[config.mk]
export PLATFORM = sky130hd
export DESIGN_NAME = br_deskew_credit_buffer
export DESIGN_NICKNAME = d
export VERILOG_FILES = /design/src/rtl/br_deskew_credit_buffer.sv
export SDC_FILE = /design/constraint.sdc
export NUM_CORES = 1
export LEC_CHECK = 0
export CELL_PAD_IN_SITES_DETAIL_PLACEMENT = 1
export CELL_PAD_IN_SITES_GLOBAL_PLACEMENT = 1
export CORE_AREA = 2 2 39 41
export CTS_CLUSTER_SIZE = 20
export DETAILED_ROUTE_END_ITERATION = 6
export DIE_AREA = 0 0 41 43
export PLACE_DENSITY_LB_ADDON = 0.1
export SLEW_MARGIN = 20
export SYNTH_ARGS = -nofsm -noshare
export SYNTH_HDL_FRONTEND = slang
export SYNTH_HIERARCHICAL = 1
export SYNTH_SLANG_ARGS = --single-unit
[constraint.sdc]
create_clock -name clk_i -period 1.5 [get_ports clk_i]
set_input_delay 0.45 -clock clk_i [delete_from_list [all_inputs] [get_ports clk_i]]
set_output_delay 0.45 -clock clk_i [all_outputs]
set_load 0.03 [all_outputs]
[src/rtl/br_deskew_credit_buffer.sv]
// Credit-managed receive FIFO behind the deskew stage: accepts a non-backpressurable
// push stream, re-presents it as ready/valid, and returns one credit per completed pop.
module br_deskew_credit_buffer #(
    parameter int Width                   = 1,
    parameter int Depth                   = 2,
    parameter int EnableAssertFinalEmpty  = 1,
    parameter int EnableIntegrationAssert = 1
) (
    input  logic                         clk_i,
    input  logic                         rst_i,
    input  logic                         push_valid_i,
    input  logic [Width-1:0]             push_data_i,
    output logic                         pop_valid_o,
    input  logic                         pop_ready_i,
    output logic [Width-1:0]             pop_data_o,
    output logic                         credit_return_o,
    output logic [$clog2(Depth+1)-1:0]   occupancy_o,
    output logic                         full_o
);

    localparam int PtrW = $clog2(Depth);
    localparam int OccW = $clog2(Depth + 1);
    localparam logic [PtrW-1:0] LastPtr  = PtrW'(Depth - 1);
    localparam logic [OccW-1:0] DepthOcc = OccW'(Depth);

    // Depth need not be a power of two, so the wrap to zero is explicit.
    function automatic logic [PtrW-1:0] next_ptr(input logic [PtrW-1:0] ptr);
        logic [PtrW-1:0] nxt;
        if (ptr == LastPtr) begin
            nxt = {PtrW{1'b0}};
        end else begin
            nxt = ptr + PtrW'(1);
        end
        return nxt;
    endfunction

    logic [Width-1:0] mem_q [Depth];
    logic [PtrW-1:0]  wptr_q, wptr_d;
    logic [PtrW-1:0]  rptr_q, rptr_d;
    logic [OccW-1:0]  occ_q, occ_d;
    logic             full_q, full_d;
    logic             pop_valid_q, pop_valid_d;
    logic             credit_q, credit_d;
    logic             push_s, pop_s;
    logic             wptr_wrap_s, rptr_wrap_s;

    // A push arriving while full is dropped; pops need a valid head.
    assign push_s      = push_valid_i && !full_q;
    assign pop_s       = pop_valid_q && pop_ready_i;
    assign wptr_wrap_s = push_s && (wptr_q == LastPtr);
    assign rptr_wrap_s = pop_s && (rptr_q == LastPtr);

    // Next-state for pointers, occupancy and the flags derived from it.
    always_comb begin
        wptr_d      = wptr_q;
        rptr_d      = rptr_q;
        occ_d       = occ_q;
        full_d      = 1'b0;
        pop_valid_d = 1'b0;
        credit_d    = 1'b0;
        if (push_s) begin
            wptr_d = next_ptr(wptr_q);
        end else begin
            wptr_d = wptr_q;
        end
        if (pop_s) begin
            rptr_d = next_ptr(rptr_q);
        end else begin
            rptr_d = rptr_q;
        end
        case ({push_s, pop_s})
            2'b10:   occ_d = occ_q + OccW'(1);
            2'b01:   occ_d = occ_q - OccW'(1);
            default: occ_d = occ_q;
        endcase
        full_d      = (occ_d == DepthOcc);
        pop_valid_d = (occ_d != {OccW{1'b0}});
        credit_d    = pop_s;
    end

    // Control state register; reset discards any stored entries.
    always_ff @(posedge clk_i or posedge rst_i) begin
        if (rst_i) begin
            wptr_q      <= {PtrW{1'b0}};
            rptr_q      <= {PtrW{1'b0}};
            occ_q       <= {OccW{1'b0}};
            full_q      <= 1'b0;
            pop_valid_q <= 1'b0;
            credit_q    <= 1'b0;
        end else begin
            wptr_q      <= wptr_d;
            rptr_q      <= rptr_d;
            occ_q       <= occ_d;
            full_q      <= full_d;
            pop_valid_q <= pop_valid_d;
            credit_q    <= credit_d;
        end
    end

    // Storage array is intentionally not reset.
    always_ff @(posedge clk_i) begin
        if (push_s) begin
            mem_q[wptr_q] <= push_data_i;
        end
    end

    assign pop_valid_o     = pop_valid_q;
    assign pop_data_o      = mem_q[rptr_q];
    assign credit_return_o = credit_q;
    assign occupancy_o     = occ_q;
    assign full_o          = full_q;

    br_deskew_credit_buffer_chk #(
        .Depth                   (Depth),
        .OccW                    (OccW),
        .EnableAssertFinalEmpty  (EnableAssertFinalEmpty),
        .EnableIntegrationAssert (EnableIntegrationAssert)
    ) u_chk (
        .clk_i           (clk_i),
        .rst_i           (rst_i),
        .push_valid_i    (push_valid_i),
        .pop_valid_i     (pop_valid_q),
        .pop_ready_i     (pop_ready_i),
        .full_i          (full_q),
        .occupancy_i     (occ_q),
        .credit_return_i (credit_q),
        .wptr_wrap_i     (wptr_wrap_s),
        .rptr_wrap_i     (rptr_wrap_s)
    );

endmodule

// Protocol and implementation properties plus coverage for the credit buffer.
module br_deskew_credit_buffer_chk #(
    parameter int Depth                   = 2,
    parameter int OccW                    = 2,
    parameter int EnableAssertFinalEmpty  = 1,
    parameter int EnableIntegrationAssert = 1
) (
    input logic            clk_i,
    input logic            rst_i,
    input logic            push_valid_i,
    input logic            pop_valid_i,
    input logic            pop_ready_i,
    input logic            full_i,
    input logic [OccW-1:0] occupancy_i,
    input logic            credit_return_i,
    input logic            wptr_wrap_i,
    input logic            rptr_wrap_i
);

    generate
        if (EnableIntegrationAssert != 0) begin : g_integ
            // Upstream credit discipline must never overrun the buffer.
            a_no_push_when_full: assert property (@(posedge clk_i) disable iff (rst_i)
                !(push_valid_i && full_i))
                else $error("push_valid while full: beat dropped");
        end
    endgenerate

    a_occ_bound: assert property (@(posedge clk_i) disable iff (rst_i)
        (occupancy_i <= OccW'(Depth)))
        else $error("occupancy above Depth");

    c_full:      cover property (@(posedge clk_i) disable iff (rst_i) full_i);
    c_push_pop:  cover property (@(posedge clk_i) disable iff (rst_i)
        push_valid_i && pop_valid_i && pop_ready_i);
    c_ptr_wrap:  cover property (@(posedge clk_i) disable iff (rst_i)
        wptr_wrap_i || rptr_wrap_i);

    // End-of-test drain check.
    final begin
        if (EnableAssertFinalEmpty != 0) begin
            a_final_empty: assert ((occupancy_i == {OccW{1'b0}}) && (credit_return_i == 1'b0))
                else $error("buffer not empty or credit pending at end of test");
        end
    end

endmodule

==> flow_metrics.tcl, run 1 <==
set metrics [dict create \
    wl_per_cell_um 11.1 \
    cp.arrival_ps 1090 \
    place_congestion 0.669 \
    synth_cell_types 16 \
    syn_inst 31 \
    clock.fmax_ghz 0.648 \
    start_util_pct 27.2 \
    min_path_type "in -> async" \
    crit_type "reg -> out" \
    worst-r2r-cell-count 5 \
    status "complete, but fails checks" \
    die_area_mm2 0.00176 \
    tightest_slew_ps 296 \
    slew_headroom_pct 80.3 \
    syn_avg_cell_area_um2 12.1 \
    cts_inserted_buffers 3 \
    pin_count 11 \
    reg2reg_from "full_o" \
    die_w_um 41 \
    worstSetupStartpoint "rptr_q" \
    ctsHoldBuffers 0 \
    final_cell_mix "dfrtp_1 (7), buf_4 (7), clkdlybuf4s50_1 (4)" \
    ys_warn_count 6 \
    die_h_um 43 \
    drt_first_iter_violations 1 \
    vias 272 \
    diodes 0 \
    endpoint_kind "primary output" \
    power.density_mw_per_mm2 2180 \
    hold_viol 0 \
    critPathLaunchType "register" \
    crit_path_end "pop_data_o" \
    p_leak_nw 0.256 \
    drv_slew 0 \
    drive_above_1_share_pct 33.3 \
    cts.clk_slew.worst_paths_ps 60 \
    maxCapViolCount 0 \
    r2r_setup_slack_ps 290 \
    htree_levels 1 \
    fin_crit_sh_pct 103 \
    syn_area_um2 377 \
    rows 14 \
    fin_nets 55 \
    cts_setup_buffers 0 \
    antenna_left 0 \
    grt_pass1_vias 281 \
    whs_ps 434 \
    ir_drop_mv 1.02 \
    fin_skew_ps 4.59 \
    core_area_mm2 0.00138 \
    ys_ff_latch 9 \
    setup_viol 1 \
    cts_buffer_depth 2 \
    final_cells 64 \
    rsz0062_at_grt "yes" \
    min_period_ps 1540 \
    grt_pass1_wl_mm 1.17 \
    antenna_found_initial 0 \
    grt.overflow.total 0 \
    yosysSeqAreaShare_pct 62.5 \
    drcViolationCount 0 \
    vias_per_cell 4.25 \
    layout-area-overhead-vs-synth_pct 49.5 \
    wirelength_um 710 \
    grt_max_degree 8 \
    syn_nets 37 \
    clock_latency_ps 250 \
    clock_sinks 9 \
    cts_tree "yes" \
    r2r-end "occupancy_o[1]" \
    port_buffers 10 \
    critPathRequiredTime_ps 1050 \
    ctsRootBufferMaster "clkbuf_4" \
    dr.pass1.iters 2 \
    grtUsageTotal_pct 10.2 \
    failed_checks "negative setup slack" \
    layout_setup_ws_ps -44.2 \
    place_inst 60 \
    dp_hpwl_um 549 \
    crit_fanout 2 \
]
-- where the power goes --
| part | leakage, nW | switching (mW) | internal (mW) |
|---|---|---|---|
| Combinational | 0.140 | 0.302 | 0.298 |
| Clock | 0.0150 | 0.0804 | 0.102 |
| Sequential | 0.101 | 0.0947 | 0.351 |
-- critical path: stages, from the launching register on --
cell and delay, ps:
dfrtp_1 400, mux2_4 310, buf_6 140
-- final cells by class --
class	instances	area, µm²
clock buffers	4	26.3
fillers	155	821
inverters	3	11.3
multi-input cells	18	149
flip-flops and latches	9	235
well taps	16	20.0
repair buffers	14	121
-- cells in the mapped netlist --
cell type  n  area share [%]
nor3_1     1             1.3
dfrtp_1    7              47
and2_1     1             1.7
nand2b_1   1             1.7
mux2_2     1             3.0
edfxtp_1   2              16
clkbuf_2   1             1.3
inv_2      1             1.0
a31oi_1    1             1.7
inv_1      2             2.0
ha_1       1             3.3
xor2_1     3             7.0
xnor2_1    3             7.0
nand2_1    3             3.0
o22ai_1    1             1.7
nor2_1     2             2.0
-- flip-flops by register name, indices dropped and copies added, names as in the netlist --
signal	cells
credit_return_o	1
full_o	1
mem_q	2
occupancy_o	2
pop_valid_o	1
rptr_q	1
wptr_q	1
-- logic make-up (layout without fill, tap and decap cells) --
| logic type | after synthesis | after routing | synth area share [%] |
|---|---|---|---|
| DFF | 9 | 9 | 62.5 |
| and+or+nand+nor | 8 | 8 | 9.64 |
| xor gates and xnor gates | 6 | 6 | 14.0 |
| buffers and inverters | 4 | 21 | 4.32 |
| AOI/OAI and AO/OA | 2 | 2 | 3.32 |
| adders and majority gates | 1 | 1 | 3.32 |
| muxes | 1 | 1 | 2.99 |
-- worst min path at each step --
stage | from | slack (ps) | end
after floorplan | rst_i | 250 | credit_return_o
after global placement | wptr_q | 480 | wptr_q
after detailed placement | wptr_q | 500 | wptr_q
after CTS | rst_i | 440 | credit_return_o
after global routing | rst_i | 470 | occupancy_o[0]
final | rst_i | 430 | occupancy_o[0]
-- routing by layer --
| metal | vias to the layer above | wire [µm] | GRT usage, % |
|---|---|---|---|
| li1 | 133 | - | - |
| met1 | 135 | 278 | 11.7 |
| met2 | 4 | 405 | 16.6 |
| met3 | 0 | 26 | 3.14 |
| met4 | 0 | 0 | 4.00 |
| met5 | - | 0 | 0 |
-- stage by stage --
step                      util (%)  setup TNS, ps  instance area, µm²  power (mW)  setup WS [ps]
after global placement        37.2          -1130                 514       0.999           -244
final                         40.7          -44.2                 563        1.23          -44.2
after global routing          40.7          -74.2                 563        1.32          -74.2
after detailed placement      37.2          -1360                 514        1.02           -290
after CTS                     39.9           -196                 552        1.22           -196
after floorplan                  -              0                 377       0.799           65.5
-- timing repair --
item                       4_1_cts  5_1_grt
pin swaps                        0        2
setup endpoints to repair        5        4
gates resized for setup          6        8
(Power assumes the default switching activity.)
==> inputs of run 2 (changes only) <==
--- a/config.mk
+++ b/config.mk
@@ -5,13 +5,10 @@
 export SDC_FILE = /design/constraint.sdc
 export NUM_CORES = 1
 export LEC_CHECK = 0
-export CELL_PAD_IN_SITES_DETAIL_PLACEMENT = 1
-export CELL_PAD_IN_SITES_GLOBAL_PLACEMENT = 1
 export CORE_AREA = 2 2 39 41
 export CTS_CLUSTER_SIZE = 20
 export DETAILED_ROUTE_END_ITERATION = 6
 export DIE_AREA = 0 0 41 43
-export PLACE_DENSITY_LB_ADDON = 0.1
 export SLEW_MARGIN = 20
 export SYNTH_ARGS = -nofsm -noshare
 export SYNTH_HDL_FRONTEND = slang
==> run 2 against run 1 <==
Against the previous run:
- the run still ends with negative setup slack left
- combinational power rose by 2%
- largest power group unchanged
- critical path depth did not move
- maximum frequency rose by 0.70%
- clock skew fell by 3.8 ps
- die area did not move
- cell area rose by 0.44%
- sequential cell count did not move
==> flow_metrics.tcl, run 2 (synthesis gave the netlist of run 1 again) <==
set metrics [dict create \
    ir_drop_mv 0.552 \
    final_cell_mix "buf_4 (8), dfrtp_1 (7), clkdlybuf4s50_1 (4)" \
    p_leak_nw 0.260 \
    dp_hpwl_um 501 \
    grt_max_degree 8 \
    htree_levels 1 \
    reg2reg_from "full_o" \
    critPathLaunchType "register" \
    cp.arrival_ps 1080 \
    grt.overflow.total 0 \
    place_area_um2 514 \
    rows 14 \
    core_area_mm2 0.00138 \
    crit_type "reg -> out" \
    fillers 146 \
    pin_count 11 \
    slew_headroom_pct 80.1 \
    wirelength_um 674 \
    grt_pass1_wl_um 966 \
    crit_path_end "pop_data_o" \
    maxCapViolCount 0 \
    setup_viol 1 \
    r2r-end "pop_valid_o" \
    place_ws_ps -239 \
    port_buffers 10 \
    die_area_mm2 0.00176 \
    stdcell_area_um2 566 \
    power.density_mw_per_mm2 2180 \
    layout_setup_ws_ps -33.5 \
    antenna_found_initial 0 \
    antenna_left 0 \
    drive_above_1_share_pct 32.7 \
    cts_tree "yes" \
    min_period_ps 1530 \
    start_util_pct 27.2 \
    grt_pass1_vias 256 \
    drt_first_iter_violations 1 \
    seqCellArea_um2 235 \
    hold_viol 0 \
    failed_checks "negative setup slack" \
    diodes 0 \
    rsz0062_at_grt "yes" \
    fin_skew_ps 0.819 \
    crit_fanout 2 \
    clock_sinks 9 \
    wl_per_cell_um 10.4 \
    place_congestion 0.766 \
    tightest_slew_ps 300 \
    status "complete, but fails checks" \
    min_path_type "in -> async" \
    worst-r2r-cell-count 5 \
    ctsRootBufferMaster "clkbuf_4" \
    cts_buffer_depth 2 \
    fin_nets 56 \
    dr.pass1.iters 2 \
    vias 272 \
    r2r_setup_slack_ps 220 \
    endpoint_kind "primary output" \
    clock_latency_ps 250 \
    layout-area-overhead-vs-synth_pct 50.2 \
    drv_slew 0 \
    cts.clk_slew.worst_paths_ps 60 \
    die_h_um 43 \
    cts_inserted_buffers 3 \
    die_w_um 41 \
    layout_commonest_cell "buf_4" \
    multi_input_area_um2 144 \
    worstSetupStartpoint "rptr_q" \
    clock.fmax_ghz 0.652 \
    drcViolationCount 0 \
    fin_crit_sh_pct 102 \
    ctsHoldBuffers 0 \
    vias_per_cell 4.18 \
    grtUsageTotal_pct 8.92 \
    critPathRequiredTime_ps 1050 \
]
-- run 2: worst min-delay path by stage --
stage	depth (start not counted)	slack, ps	end
after detailed placement	1	490	wptr_q
final	2	430	credit_return_o
after floorplan	1	250	credit_return_o
after global placement	1	490	wptr_q
after global routing	2	450	credit_return_o
after CTS	2	430	credit_return_o
-- run 2: power by group --
group	internal [mW]	switching (mW)	total, mW
Clock	0.102	0.0773	0.179
Combinational	0.311	0.299	0.610
Sequential	0.352	0.0915	0.443
Total	0.764	0.468	1.23
-- run 2: final cells by class --
| type | instances | area share [%] |
|---|---|---|
| Clock buffer | 4 | 4.65 |
| Inverter | 3 | 1.99 |
| Sequential cell | 9 | 41.6 |
| Multi-Input combinational cell | 18 | 25.4 |
| Timing Repair Buffer | 15 | 22.8 |
| Tap cell | 16 | 3.54 |
-- run 2: metrics by stage --
step / util (%) / TNS [ps] / instances / hold slack, ps / total power, mW
after floorplan: - / 0 / 31 / 253 / 0.799
after global placement: 37.2 / -1110 / 60 / 487 / 1.00
after detailed placement: 37.2 / -1150 / 60 / 492 / 1.01
after CTS: 39.0 / -175 / 64 / 427 / 1.19
after global routing: 40.9 / -65.5 / 65 / 453 / 1.32
final: 40.9 / -33.5 / 65 / 425 / 1.23
-- run 2: timing repair --
| item | in CTS | in global routing |
|---|---|---|
| endpoints found under the setup margin | 3 | 3 |
| gates resized for setup | 5 | 8 |
| cloned | 0 | 0 |
| setup buffers | 0 | 1 |
-- run 2: layer usage --
layer	GRT usage, %	vias to the layer above	part of all wire, %
li1	-	137	-
met1	7.62	128	39
met2	14.7	7	55
met3	1.57	0	6.4
met4	10.0	0	0
met5	0	-	0
-- run 2: worst max-delay path, stage by stage, from the launching register on --
cell and delay [ps]:
dfrtp_1 390, mux2_4 300, buf_6 140
==> inputs of run 3 (changes only) <==
--- a/config.mk
+++ b/config.mk
@@ -5,10 +5,12 @@
 export SDC_FILE = /design/constraint.sdc
 export NUM_CORES = 1
 export LEC_CHECK = 0
+export ABC_CLOCK_PERIOD_IN_PS = 1500
 export CORE_AREA = 2 2 39 41
 export CTS_CLUSTER_SIZE = 20
 export DETAILED_ROUTE_END_ITERATION = 6
 export DIE_AREA = 0 0 41 43
+export GPL_TIMING_DRIVEN = 0
 export SLEW_MARGIN = 20
 export SYNTH_ARGS = -nofsm -noshare
 export SYNTH_HDL_FRONTEND = slang
==> run 3 against run 2 <==
Against the previous run:
- the run still ends with negative setup slack left
- utilization is 0.63 points lower
- sequential cell count unchanged
- via count fell by 3.7%
- non-clock buffer count down 3
- critical path depth did not move
- global-route usage unchanged
- register-to-register slack gained 70 ps
==> flow_metrics.tcl, run 3 (synthesis gave the netlist of run 1 again) <==
set metrics [dict create \
    tightest_slew_ps 297 \
    cp.arrival_ps 1100 \
    slew_headroom_pct 80.3 \
    antenna_left 0 \
    cp_slowest_cell "dfrtp_1" \
    crit_type "reg -> out" \
    drive_above_1_share_pct 28.3 \
    clock_sinks 9 \
    power.density_mw_per_mm2 2140 \
    port_buffers 10 \
    endpoint_kind "primary output" \
    grt_max_degree 8 \
    critPathMaxStageDelay_ps 400 \
    hold_viol 0 \
    rsz0062_at_grt "yes" \
    status "complete, but fails checks" \
    diodes 0 \
    cts.clk_slew.worst_paths_ps 60 \
    final_cells 62 \
    core_area_mm2 0.00138 \
    dp_hpwl_um 473 \
    maxCapViolCount 0 \
    clock.fmax_ghz 0.644 \
    fin_crit_sh_pct 104 \
    layout_commonest_cell "dfrtp_1" \
    crit_fanout 2 \
    antenna_found_initial 0 \
    critPathLaunchType "register" \
    place_congestion 0.648 \
    place_ws_ps -323 \
    cts_tree "yes" \
    grtUsageTotal_pct 8.92 \
    fin_nets 53 \
    drt_first_iter_violations 2 \
    p_leak_nw 0.247 \
    layout_setup_ws_ps -53.9 \
    die_h_um 43 \
    path_cells "mux2_4 -> buf_6" \
    fin_skew_ps 2.99 \
    wl_per_cell_um 9.82 \
    htree_levels 1 \
    ctsRootBufferMaster "clkbuf_4" \
    wirelength_um 609 \
    critPathRequiredTime_ps 1050 \
    die_w_um 41 \
    die_area_mm2 0.00176 \
    min_period_ps 1550 \
    grt_pass1_vias 261 \
    drcViolationCount 0 \
    worst-path-buf-inv 1 \
    ir_drop_mv 0.723 \
    cts_inserted_buffers 3 \
    setup_viol 1 \
    clock_latency_ps 250 \
    grt.overflow.total 0 \
    failed_checks "negative setup slack" \
    power_mw 1.19 \
    min_path_type "in -> async" \
    pin_count 11 \
    place_inst 57 \
    start_util_pct 27.2 \
    cts_buffer_depth 2 \
    grt_pass1_wl_mm 1.02 \
    vias_per_cell 4.23 \
    final_cell_mix "dfrtp_1 (6), clkdlybuf4s50_1 (4)" \
    cp_top_family "flip-flops" \
    drv_slew 0 \
    layout-area-overhead-vs-synth_pct 47.8 \
    dr.pass1.iters 2 \
    rows 14 \
    vias 262 \
]
run 3: cell count changes in the layout (fill, tap and decap cells not counted):
cell and change:
buf_4 -7, clkbuf_2 +1, clkdlybuf4s15_1 +1, clkdlybuf4s15_2 +1, dfrtp_1 -1, dfrtp_2 +1
dlygate4sd2_1 +1, nand2b_1 -1, nand2b_4 +1
run 3: area by class of cell:
class                   count  area [µm²]
clock buffers               4        26.3
multi-input cells          18         151
inverters                   3        11.3
fillers                   144         827
repair buffers             11         106
well taps                  16        20.0
flip-flops and latches      9         236
plain buffers               1        5.00
run 3: routing by layer:
layer | part of all wire [%] | global-route usage, % | vias to the layer above
met5 | 0 | 0 | -
met4 | 0 | 6.00 | 0
met3 | 8.0 | 3.14 | 0
met2 | 49 | 13.8 | 7
met1 | 42 | 9.60 | 123
li1 | - | - | 132
run 3: worst paths after layout:
kind	depth (start not counted)	to	start	slack, ps
max in group asynchronous	2	occupancy_o[1]	rst_i	860
worst min register to register	1	wptr_q	wptr_q	490
worst min-delay path	2	rptr_q	rst_i	420
worst max register to register	5	pop_valid_o	full_o	290
worst max-delay path	2	pop_data_o	rptr_q	-50
min in group clk_i	1	wptr_q	wptr_q	490
run 3: power by group:
group | internal [mW] | total (mW) | switching, mW
registers | 0.354 | 0.419 | 0.0648
logic | 0.274 | 0.590 | 0.316
clock network | 0.102 | 0.182 | 0.0797
run 3: stage by stage:
step | hold slack, ps | cell area [µm²] | setup TNS (ps) | util [%]
final | 417 | 557 | -53.9 | 40.2
after global routing | 470 | 557 | -91.5 | 40.2
after detailed placement | 485 | 497 | -1320 | 35.9
after floorplan | 253 | 377 | 0 | -
after CTS | 423 | 542 | -203 | 39.2
after global placement | 480 | 497 | -1240 | 35.9
run 3: repair_timing:
item                                    in CTS  in global routing
hold buffers                                 0                  0
pin swaps                                    0                  1
buffers inserted                             0                  1
resized for setup                           13                  9
endpoints found under the setup margin       8                  4
